File: src/rtl/evo_pmux_arb.sv
// Round-robin owner arbiter for one Evo port's dir/out/en pin-mux triplet,
// with a one-cycle quiet turnaround between owners and optional hold-timeout preemption.
//   state | meaning
//   IDLE  | no owner, pins quiet, pick next requester from pointer
//   GRANT | owner drives pins, hold counter runs on en1mhz
//   DRAIN | one quiet cycle, pointer moves past the old owner
module evo_pmux_arb #(
    parameter int NUM_REQ = 4,
    parameter int PWIDTH  = 8,
    parameter int TMO_W   = 16
) (
    input  logic                      clk,
    input  logic                      reset,
    input  logic                      en1mhz,
    input  logic [NUM_REQ-1:0]        req_i,
    input  logic [NUM_REQ*PWIDTH-1:0] req_dir_i,
    input  logic [NUM_REQ*PWIDTH-1:0] req_out_i,
    input  logic [NUM_REQ*PWIDTH-1:0] req_en_i,
    input  logic [TMO_W-1:0]          timeout_i,
    input  logic                      lock_i,
    output logic [NUM_REQ-1:0]        grant_o,
    output logic                      busy_o,
    output logic                      preempt_o,
    output logic [PWIDTH-1:0]         pmux_dir_o,
    output logic [PWIDTH-1:0]         pmux_out_o,
    output logic [PWIDTH-1:0]         pmux_en_o
);

    localparam int IW = (NUM_REQ > 1) ? $clog2(NUM_REQ) : 1;
    localparam logic [NUM_REQ-1:0] ONE = {{(NUM_REQ-1){1'b0}}, 1'b1};

    typedef enum logic [1:0] {ST_IDLE, ST_GRANT, ST_DRAIN} state_t;

    state_t             r_state;
    logic [IW-1:0]      r_ptr;
    logic [IW-1:0]      r_owner;
    logic [TMO_W-1:0]   r_cnt;

    logic [IW-1:0]      w_sel;
    logic               w_found;
    logic [IW-1:0]      w_ptr_next;
    logic [NUM_REQ-1:0] w_owner_oh;
    logic [NUM_REQ-1:0] w_sel_oh;
    logic               w_release;
    logic               w_others;
    logic               w_preempt;
    logic [PWIDTH-1:0]  w_dir;
    logic [PWIDTH-1:0]  w_out;
    logic [PWIDTH-1:0]  w_en;

    // First set request at or above the pointer, wrapping around.
    always_comb begin
        w_sel   = '0;
        w_found = 1'b0;
        for (int i = 0; i < NUM_REQ; i++) begin
            if (!w_found && req_i[(int'(r_ptr) + i) % NUM_REQ]) begin
                w_found = 1'b1;
                w_sel   = IW'((int'(r_ptr) + i) % NUM_REQ);
            end
        end
    end

    assign w_owner_oh = ONE << r_owner;
    assign w_sel_oh   = ONE << w_sel;
    assign w_ptr_next = (r_owner == IW'(NUM_REQ - 1)) ? '0 : r_owner + 1'b1;
    assign w_release  = ~req_i[r_owner];
    assign w_others   = |(req_i & ~w_owner_oh);
    assign w_preempt  = (timeout_i != '0) && (r_cnt >= timeout_i) && !lock_i && w_others;

    assign w_dir = req_dir_i[int'(r_owner)*PWIDTH +: PWIDTH];
    assign w_out = req_out_i[int'(r_owner)*PWIDTH +: PWIDTH];
    assign w_en  = req_en_i[int'(r_owner)*PWIDTH +: PWIDTH];

    always_ff @(posedge clk) begin
        if (reset) begin
            r_state    <= ST_IDLE;
            r_ptr      <= '0;
            r_owner    <= '0;
            r_cnt      <= '0;
            grant_o    <= '0;
            busy_o     <= 1'b0;
            preempt_o  <= 1'b0;
            pmux_dir_o <= '0;
            pmux_out_o <= '0;
            pmux_en_o  <= '0;
        end else begin
            preempt_o <= 1'b0;
            case (r_state)
                ST_IDLE: begin
                    pmux_dir_o <= '0;
                    pmux_out_o <= '0;
                    pmux_en_o  <= '0;
                    if (w_found) begin
                        r_owner <= w_sel;
                        r_cnt   <= '0;
                        grant_o <= w_sel_oh;
                        busy_o  <= 1'b1;
                        r_state <= ST_GRANT;
                    end
                end
                ST_GRANT: begin
                    pmux_dir_o <= w_dir;
                    pmux_out_o <= w_out;
                    pmux_en_o  <= w_en;
                    if (en1mhz && (r_cnt != '1)) begin
                        r_cnt <= r_cnt + 1'b1;
                    end
                    // A voluntary release wins over a coincident timeout.
                    if (w_release || w_preempt) begin
                        grant_o   <= '0;
                        busy_o    <= 1'b0;
                        preempt_o <= ~w_release;
                        r_state   <= ST_DRAIN;
                    end
                end
                ST_DRAIN: begin
                    pmux_dir_o <= '0;
                    pmux_out_o <= '0;
                    pmux_en_o  <= '0;
                    grant_o    <= '0;
                    busy_o     <= 1'b0;
                    r_ptr      <= w_ptr_next;
                    r_state    <= ST_IDLE;
                end
                default: begin
                    r_state <= ST_IDLE;
                end
            endcase
        end
    end

endmodule

File: config.mk
export PLATFORM = sky130hd
export DESIGN_NAME = evo_pmux_arb
export DESIGN_NICKNAME = d
export VERILOG_FILES = /design/src/rtl/evo_pmux_arb.sv
export SDC_FILE = /design/constraint.sdc
export NUM_CORES = 1
export LEC_CHECK = 0
export ABC_CLOCK_PERIOD_IN_PS = 2700
export CAP_MARGIN = 20
export CORE_MARGIN = 2
export CORE_UTILIZATION = 25
export DETAILED_ROUTE_END_ITERATION = 12
export PLACE_DENSITY = 0.54
export REMOVE_ABC_BUFFERS = 1
export SLEW_MARGIN = 25
export SYNTH_ARGS = -nofsm -noshare
export SYNTH_HDL_FRONTEND = slang
export SYNTH_SLANG_ARGS = --single-unit
File: constraint.sdc
create_clock -name clk -period 2.7 [get_ports clk]
set_input_delay 0.81 -clock clk [delete_from_list [all_inputs] [get_ports clk]]
set_output_delay 0.81 -clock clk [all_outputs]
set_load 0.05 [all_outputs]
Word-level counts from Yosys, hierarchy flattened:

Index checks and enable logic that the tools add are counted.

* div/mod/pow operators: 0
* order comparisons: 6
* bitwise gates (word level): 8
* equal/unequal tests: 7
* multiply operators: 0
* reduce and logical (&&, ||, !) cells: 27
* add/subtract/negate cells: 5
* shifts and indexed selects: 5
* mux-type cells: 37

Operators with widths (count)
* $shiftx 32x6->8: 3
* $pmux 8 s2: 3
* $mux 16: 2
* $pmux 16 s2: 1
* $add 16x1->16 const B: 1
* $ge 16x16->1: 1
* $ne 16x16->1 const B: 1
* $reduce_bool 16->1: 1
* $mux 1: 14
* $mux 2: 7
* $lt 3x4->1 const B: 3
* $pmux 4 s3: 1
* $bmux 1 s2: 5
* $mux 4: 2
* $reduce_or 2->1: 4
* $shl 1x2->4 const A: 2
* $logic_and 1x1->1: 7
* $lt 2x3->1 const B: 2
* $ne 2x2->1 const B: 3
* $reduce_and 3->1: 2
* $add 2x1->2 const B: 2
* $add 2x2->2 const B: 2
* $and 4x4->4: 1
* $eq 2x2->1 const B: 2
* other kinds (14): 23

* input bits: 120
* bits in registers: 52
* memory bits (writable): 0
* memory bits (read-only): 0
* latch bits: 0
* output and inout bits: 30
* memories kept: 0

Longest topological paths before layout:

Gate-level depths: netlist of run 1.

* word-level depth: 17
* mapped depth: 10
* depth with buffers taken out: 9

Worst setup path after synthesis of run 1:

Ideal clock, no wire load.

* path type: in2reg
* start: input port timeout_i[10]
* end: register r_state[0]
* path buffers: 0
* stages on the path: 8
* data required time: 2614 ps
* path slack: 230 ps
* arrival: 2385 ps
* setup time: 86 ps
* cells stage by stage: inv_1 ha_1 and4_1 a221oi_1 o32ai_1 o21ai_0 a31oi_1 a211oi_1

* cells in the longest elaborated chain, start to end: 7
* elaborated cells on any way between the ends: 8

RTL lines
* start: declaration: RTL line 19 `input logic [TMO_W-1:0] timeout_i,`
* $ge 16x16->1 or $reduce_bool 16->1 (tied branches): RTL line 68 `assign w_preempt = (timeout_i != '0) && (r_cnt >= timeout_i) && !lock_i && w_others;`
* $logic_and 1x1->1 (*) (3 in series): RTL line 68
* $logic_or 1x1->1 (*): RTL line 109 `if (w_release || w_preempt) begin`
* $ne 2x2->1 (no line) (*)
* $reduce_and 2->1 (no line) (*)
* end signal: assignment: RTL line 76 `r_state <= ST_IDLE;`
* end signal: assignment: RTL line 113 `r_state <= ST_DRAIN;`
* end signal: assignment: RTL line 123 `r_state <= ST_IDLE;`
* end: declaration: RTL line 34 `state_t r_state;`

Every way passes the cells marked *; elsewhere a longest branch is shown, timed or not.
A chain may end at the register's enable or synchronous reset.

Worst setup path after layout of run 1:

* start: input port timeout_i[10]
* end: register grant_o[0]

* cells in the longest elaborated chain, start to end: 7
* elaborated cells on any way between the ends: 8

RTL lines
* $ge 16x16->1 or $reduce_bool 16->1 (tied branches): RTL line 68
* $logic_and 1x1->1 (*) (3 in series): RTL line 68
* $logic_or 1x1->1 (*): RTL line 109
* $ne 2x2->1 (no line) (*)
* $reduce_and 3->1 (no line) (*)
* end signal: assignment: RTL line 96 `grant_o <= w_sel_oh;`
* end: declaration: RTL line 21 `output logic [NUM_REQ-1:0] grant_o,`

Marks and branches as above.

==> results of run 1 <==
-- cell families after synthesis --
group,synth area share
muxes,0.183
xor gates and xnor gates,0.0399
adders and majority gates,0.0988
and+or+nand+nor,0.166
DFF,0.316
buffers and inverters,0.0566
AOI/OAI and AO/OA,0.140
-- synth_stat cells (10+ instances only) --
cell type / n
clkbuf_1: 10
nand2_1: 19
ha_1: 26
dfxtp_1: 52
nand3_1: 15
a21oi_1: 17
inv_1: 25
a22oi_1: 24
mux4_2: 25
nor2_1: 47
xor2_1: 13
-- worst reg2reg max path, cell delays in order (launching register included) --
cell	delay (ps)
dfxtp_1	360
inv_1	90
ha_1	300
nor2b_1	110
o21ai_1	80
a311oi_2	360
o32ai_4	150
buf_6	160
o2bb2ai_4	160
nor3b_2	190
a21o_1	100
-- power groups by stage --
stage | sequential (W) | combinational [W] | clock, W
global route | 0.000898 | 0.00115 | 0.000818
global placement | 0.000902 | 0.00104 | 0
finish | 0.000887 | 0.00106 | 0.000762
CTS | 0.000888 | 0.00106 | 0.000792
floorplan | 0.00111 | 0.000364 | 0
detailed placement | 0.000906 | 0.00105 | 0
-- layout make-up --
| class | count | area, um^2 | area share |
|---|---|---|---|
| tap | 172 | 215 | 0.0394 |
| timing repair buffer | 176 | 1730 | 0.316 |
| clock buffer | 6 | 139 | 0.0254 |
| clock inverter | 2 | 38.8 | 0.00710 |
| multi-input combinational | 250 | 2210 | 0.405 |
| sequential | 52 | 1040 | 0.191 |
| inverter | 25 | 93.8 | 0.0172 |
-- worst paths after layout --
path / from / to / depth (start not counted)
worst min-delay path: grant_o[2] / grant_o[2] / 2
worst max register to register: r_cnt[0] / grant_o[0] / 10
worst max-delay path: timeout_i[10] / grant_o[0] / 11
worst min register to register: grant_o[2] / grant_o[2] / 2
-- metal layers --
layer | routed length, um | share of wire | track usage | vias to the layer above
met2 | 5710 | 0.54 | 0.281 | 79
li1 | - | - | - | 1591
met1 | 4360 | 0.41 | 0.166 | 1557
met3 | 415 | 0.039 | 0.0294 | 16
met5 | 0 | 0 | 0 | -
met4 | 175 | 0.016 | 0.0476 | 0
-- per-stage QoR --
| stage | cells | TNS (ps) | power [W] | hold slack (ps) |
|---|---|---|---|---|
| floorplan | 326 | -5.37 | 0.00147 | 476 |
| global placement | 674 | -2560 | 0.00194 | 469 |
| detailed placement | 674 | -3490 | 0.00196 | 470 |
| CTS | 682 | 0 | 0.00274 | 478 |
| global route | 683 | -11.8 | 0.00286 | 519 |
| finish | 683 | 0 | 0.00271 | 463 |
-- sequential cells by signal, summed over array words and instances (netlist names) --
register    count
preempt_o       1
pmux_out_o      8
pmux_en_o       8
busy_o          1
r_owner         2
r_cnt          16
r_state         2
r_ptr           2
pmux_dir_o      8
grant_o         4
-- timing repair --
action	in CTS	in global routing
resized for setup	9	24
endpoints found under the hold margin	0	0
endpoints found under the setup margin	8	6
pin swaps	2	6
gates cloned	0	1
==> flow_summary_export.csv, run 1 <==
group,metric,value,unit
run_status,status,"complete, no violations",
grt,grt_pass1_wl,17.1,mm
routing,route.detailed.drc,0,
critical_path,critPathArrivalTime,2880,ps
die,coreArea,12700,um^2
cts,cts_setup_buffers,0,
power_and_ir_drop,pwr-share-clk,0.281,
critical_path,worstSetupEndpointType,"flip-flop",
synth,synth_ff_type,"dfxtp_1",
place,post-dp-hpwl,8.29,mm
synth,avgSynthCellArea,9.55,um^2
critical_path,slowest_stage,"clkdlybuf4s50_1",
sta,finalCritPeriodShare,0.978,
routing,via_per_inst,4.75,
critical_path,cp_top_family,"compound AO/OA/AOI/OAI gates",
sta,max_clock_freq,379,MHz
die,die_y,119,um
synth,netlist.area_leader.share,0.316,
grt,grt_max_degree,26,
critical_path,critPathRequiredTime,2940,ps
sta,setup_ws,60.2,ps
critical_path,path_max_fanout,5,
power_and_ir_drop,ir_worst_vdd,0.230,mV
routing,vias,3243,
grt,grt_usage,0.149,
die,die_w,119,um
sta,final_max_slew_viol_count,0,
cells_and_area,nNetsFinal,656,
critical_path,r2r_setup_slack,580,ps
sta,skew,3.35,ps
place,pre_cts_slack,-450,ps
die,die_area,14100,um^2
place,place_area,5130,um^2
grt,grt_overflow_total,0,
grt,grt_pass1_vias,3452,
cells_and_area,layout_common_cells,"clkdlybuf4s50_1 (143), dfxtp_1 (51), nor2_1 (46)",
sta,slew_headroom,0.588,
cts,clock_path_buffers,2,
power_and_ir_drop,power_frac_seq,0.327,
sta,min_period,2640,ps
critical_path,path_class,"in2reg",
cts,cts_sinks,52,
power_and_ir_drop,p_int,0.00181,W
critical_path,start_kind,"input pin",
flow_run,maxCapViolCount,0,
cells_and_area,area_growth,66.0,%
power_and_ir_drop,combPwrFrac,0.392,
die,initial_utilization,0.259,
cells_and_area,drive_gt1_frac,0.170,
power_and_ir_drop,leakagePower,2.09,nW
cells_and_area,fillCellCount,1292,
critical_path,cp_cell_sequence,"clkdlybuf4s50_1, inv_1, ha_4, a21oi_2, nand2_1, a221oi_4, o32ai_4, buf_6, o2bb2ai_4, nor3b_2, a21o_1",
sta,hold_viol_final,0,
routing,drtIter0Drc,101,
cts,cts.clk_slew.worst_paths,70,ps
cells_and_area,n_antenna_cell,0,
power_and_ir_drop,switching_share,0.331,
place,place.gp.congestion,0.808,
synth,yosysSeqAreaShare,0.316,
power_and_ir_drop,power.density,496,nW/um^2
critical_path,crit_buf_inv,3,
synth,netlist-cell-type-count,41,
routing,final_antenna_net_count,0,
critical_path,max_stage_delay,480,ps
power_and_ir_drop,power.switching,0.000897,W
synth,yosys_warnings,0,
cells_and_area,final_core_util,0.430,
cells_and_area,fin_area,5470,um^2
grt,antenna_found_initial,0,
die,num_rows,41,
cts,cts-buffers-inserted,5,
sta,tightest_slew,616,ps
routing,first_pass_iters,4,
die,ioPinCount,150,
cts,htree_levels,2,
synth,synth.largest_area_cell,"dfxtp_1",
cts,cts_tree,"done",
cts,insertion_delay,290,ps
routing,routed_wl,10.7,mm
cells_and_area,final_common_cell,"clkdlybuf4s50_1",
worst_hold_path,hold_path.class,"reg2reg",
cts,root_buffer,"clkbuf_16",
synth,synthArstFlopShare,0,
synth,syn_inst,345,
synth,ys_ff_latch,52,
sta,setup_violations,0,
cts,cts_hold_buffers,0,
place,port-buffer-count,149,
synth,post_synth_main_area_contributors,"dfxtp_1 (32%), mux4_2 (17%), ha_1 (9.9%)",
routing,avgRoutedWirePerCell,15.6,um
synth,synth-edff-count,0,
synth,syn-cell-area,3290,um^2
(Power assumes the default switching activity.)
==> run 2: changes to the inputs <==
CORE_UTILIZATION = 42   (was 25)
PLACE_DENSITY = 0.82   (was 0.54)
SLEW_MARGIN = 30   (was 25)
==> run 2 against run 1 <==
Against the previous run:
- first-iteration DRC count is 83% higher
- die area fell by 39%
- non-clock buffer count decreased by 5
- flip-flop and latch count unchanged
- sequential share of layout area is 0.99 points higher
- final cell count decreased by 11%
- fmax increased by 0.97%
- critical path depth down 2
==> flow_summary_export.csv, run 2 (synthesized netlist as in run 1, its figures left out) <==
group,metric,value,unit
worst_hold_path,hold_path.class,"reg2reg",
sta,min_period,2610,ps
sta,final_max_slew_viol_count,0,
critical_path,path_max_fanout,5,
die,die_y,92.6,um
cells_and_area,fillCellCount,586,
sta,skew,7.59,ps
routing,avgRoutedWirePerCell,17.2,um
cells_and_area,largest_reg_flops,16,
routing,wl_met1,4.23,mm
sta,tns,0,ps
die,die_w,92.6,um
sta,max_clock_freq,383,MHz
routing,highest_layer,"met4",
sta,tightest_slew,582,ps
routing,final_antenna_net_count,0,
sta,whs,489,ps
routing,vias,3246,
routing,wl_met3,369,um
power_and_ir_drop,pwr-share-clk,0.188,
power_and_ir_drop,power.switching,0.000866,W
sta,setup_ws,85.7,ps
power_and_ir_drop,p_int,0.00152,W
grt,grt_pass1_wl,16.3,mm
power_and_ir_drop,combPwrFrac,0.438,
grt,grt_pass1_vias,3395,
cells_and_area,drive_gt1_frac,0.150,
cts,cts_hold_buffers,0,
flow_run,maxCapViolCount,0,
routing,via_per_inst,5.34,
grt,grt_overflow_total,0,
routing,first_pass_iters,4,
critical_path,worstSetupEndpointType,"flip-flop",
worst_hold_path,hold_path.startpoint,"grant_o[3]",
place,port-buffer-count,149,
grt,grt_usage,0.240,
sta,hold_viol_final,0,
die,coreArea,7650,um^2
die,ioPinCount,150,
grt,antenna_found_initial,0,
power_and_ir_drop,power.density,458,nW/um^2
critical_path,startpoint,"req_i[3]",
routing,drtIter0Drc,185,
cells_and_area,nNetsFinal,651,
cells_and_area,area_growth,57.8,%
critical_path,start_kind,"input pin",
cells_and_area,ff_latch_area,1040,um^2
cts,cts.clk_slew.worst_paths,90,ps
cts,cts_setup_buffers,0,
cells_and_area,final_common_cell,"clkdlybuf4s50_1",
cts,htree_levels,2,
critical_path,critPathRequiredTime,2950,ps
cts,cts_sinks,52,
run_status,status,"complete, no violations",
die,initial_utilization,0.431,
routing,route.detailed.drc,0,
place,post-dp-hpwl,8.36,mm
critical_path,path_class,"in2reg",
critical_path,rr_startpoint,"r_owner[1]",
cts,insertion_delay,300,ps
sta,finalCritPeriodShare,0.968,
power_and_ir_drop,leakagePower,1.97,nW
power_and_ir_drop,ir_worst_vdd,0.229,mV
die,die_area,8570,um^2
cts,cts_tree,"done",
power_and_ir_drop,switching_share,0.364,
grt,grt_max_degree,29,
sta,setup_violations,0,
cells_and_area,layout_common_cells,"clkdlybuf4s50_1 (149), dfxtp_1 (51), nor2_1 (46)",
cts,clock_path_buffers,2,
cells_and_area,multi_input_area,2170,um^2
sta,rsz0062_at_grt,"false",
sta,slew_headroom,0.611,
cells_and_area,n_antenna_cell,0,
place,place.gp.congestion,0.856,
cells_and_area,max_flop_register,"r_cnt",
routing,routed_wl,10.5,mm
place,pre_cts_slack,-503,ps
power_and_ir_drop,power_frac_seq,0.374,
cts,root_buffer,"clkbuf_8",
die,num_rows,32,
cts,cts-buffers-inserted,5,
routing,met2WireLength,5.64,mm
critical_path,critPathArrivalTime,2870,ps
==> run 2: repair_timing <==
| item | CTS | global route |
|---|---|---|
| cloned | 0 | 1 |
| setup endpoints to repair | 8 | 7 |
| pin swaps | 3 | 5 |
| hold endpoints to repair | 0 | 0 |
| gates resized for setup | 10 | 7 |
==> run 2: critical path, cell delays in order <==
cell and delay [ps]:
clkdlybuf4s50_1 490, buf_4 180, inv_1 80, o22ai_1 100, o311a_1 420, a21oi_1 380, o2bb2ai_4 130, nor3b_2 190
a21o_1 90
==> run 2: metal layers <==
| layer | GRT usage | up-vias |
|---|---|---|
| li1 | - | 1577 |
| met1 | 0.285 | 1561 |
| met2 | 0.442 | 90 |
| met3 | 0.0358 | 18 |
| met4 | 0.0771 | 0 |
| met5 | 0 | - |
==> run 2: final cells by class <==
class                   instances  area share
multi-input cells             250       0.418
clock buffers                   6      0.0140
repair buffers                171       0.321
well taps                     102      0.0246
clock inverters                 2     0.00313
inverters                      25      0.0181
flip-flops and latches         52       0.201
==> run 2: power by group through the flow <==
stage | sequential [W] | clock, W | combinational (W)
CTS | 0.000891 | 0.000458 | 0.00103
global route | 0.000902 | 0.000499 | 0.00111
floorplan | 0.00111 | 0 | 0.000364
detailed placement | 0.000909 | 0 | 0.00102
global placement | 0.000904 | 0 | 0.000995
finish | 0.000891 | 0.000447 | 0.00104
==> run 2: worst paths after layout <==
path                                    to  slack (ps)  cells after the start
worst min-delay path            grant_o[3]         490                      2
worst max-delay path            grant_o[0]          90                      9
worst max register to register      busy_o         500                      8
worst min register to register  grant_o[3]         490                      2
==> run 2: per-stage QoR <==
stage	instances	cell area (um^2)	util	total power [W]
floorplan	326	3200	-	0.00147
global placement	599	5000	0.654	0.00190
detailed placement	599	5000	0.654	0.00193
CTS	607	5140	0.672	0.00238
global route	608	5190	0.679	0.00251
finish	608	5190	0.679	0.00238
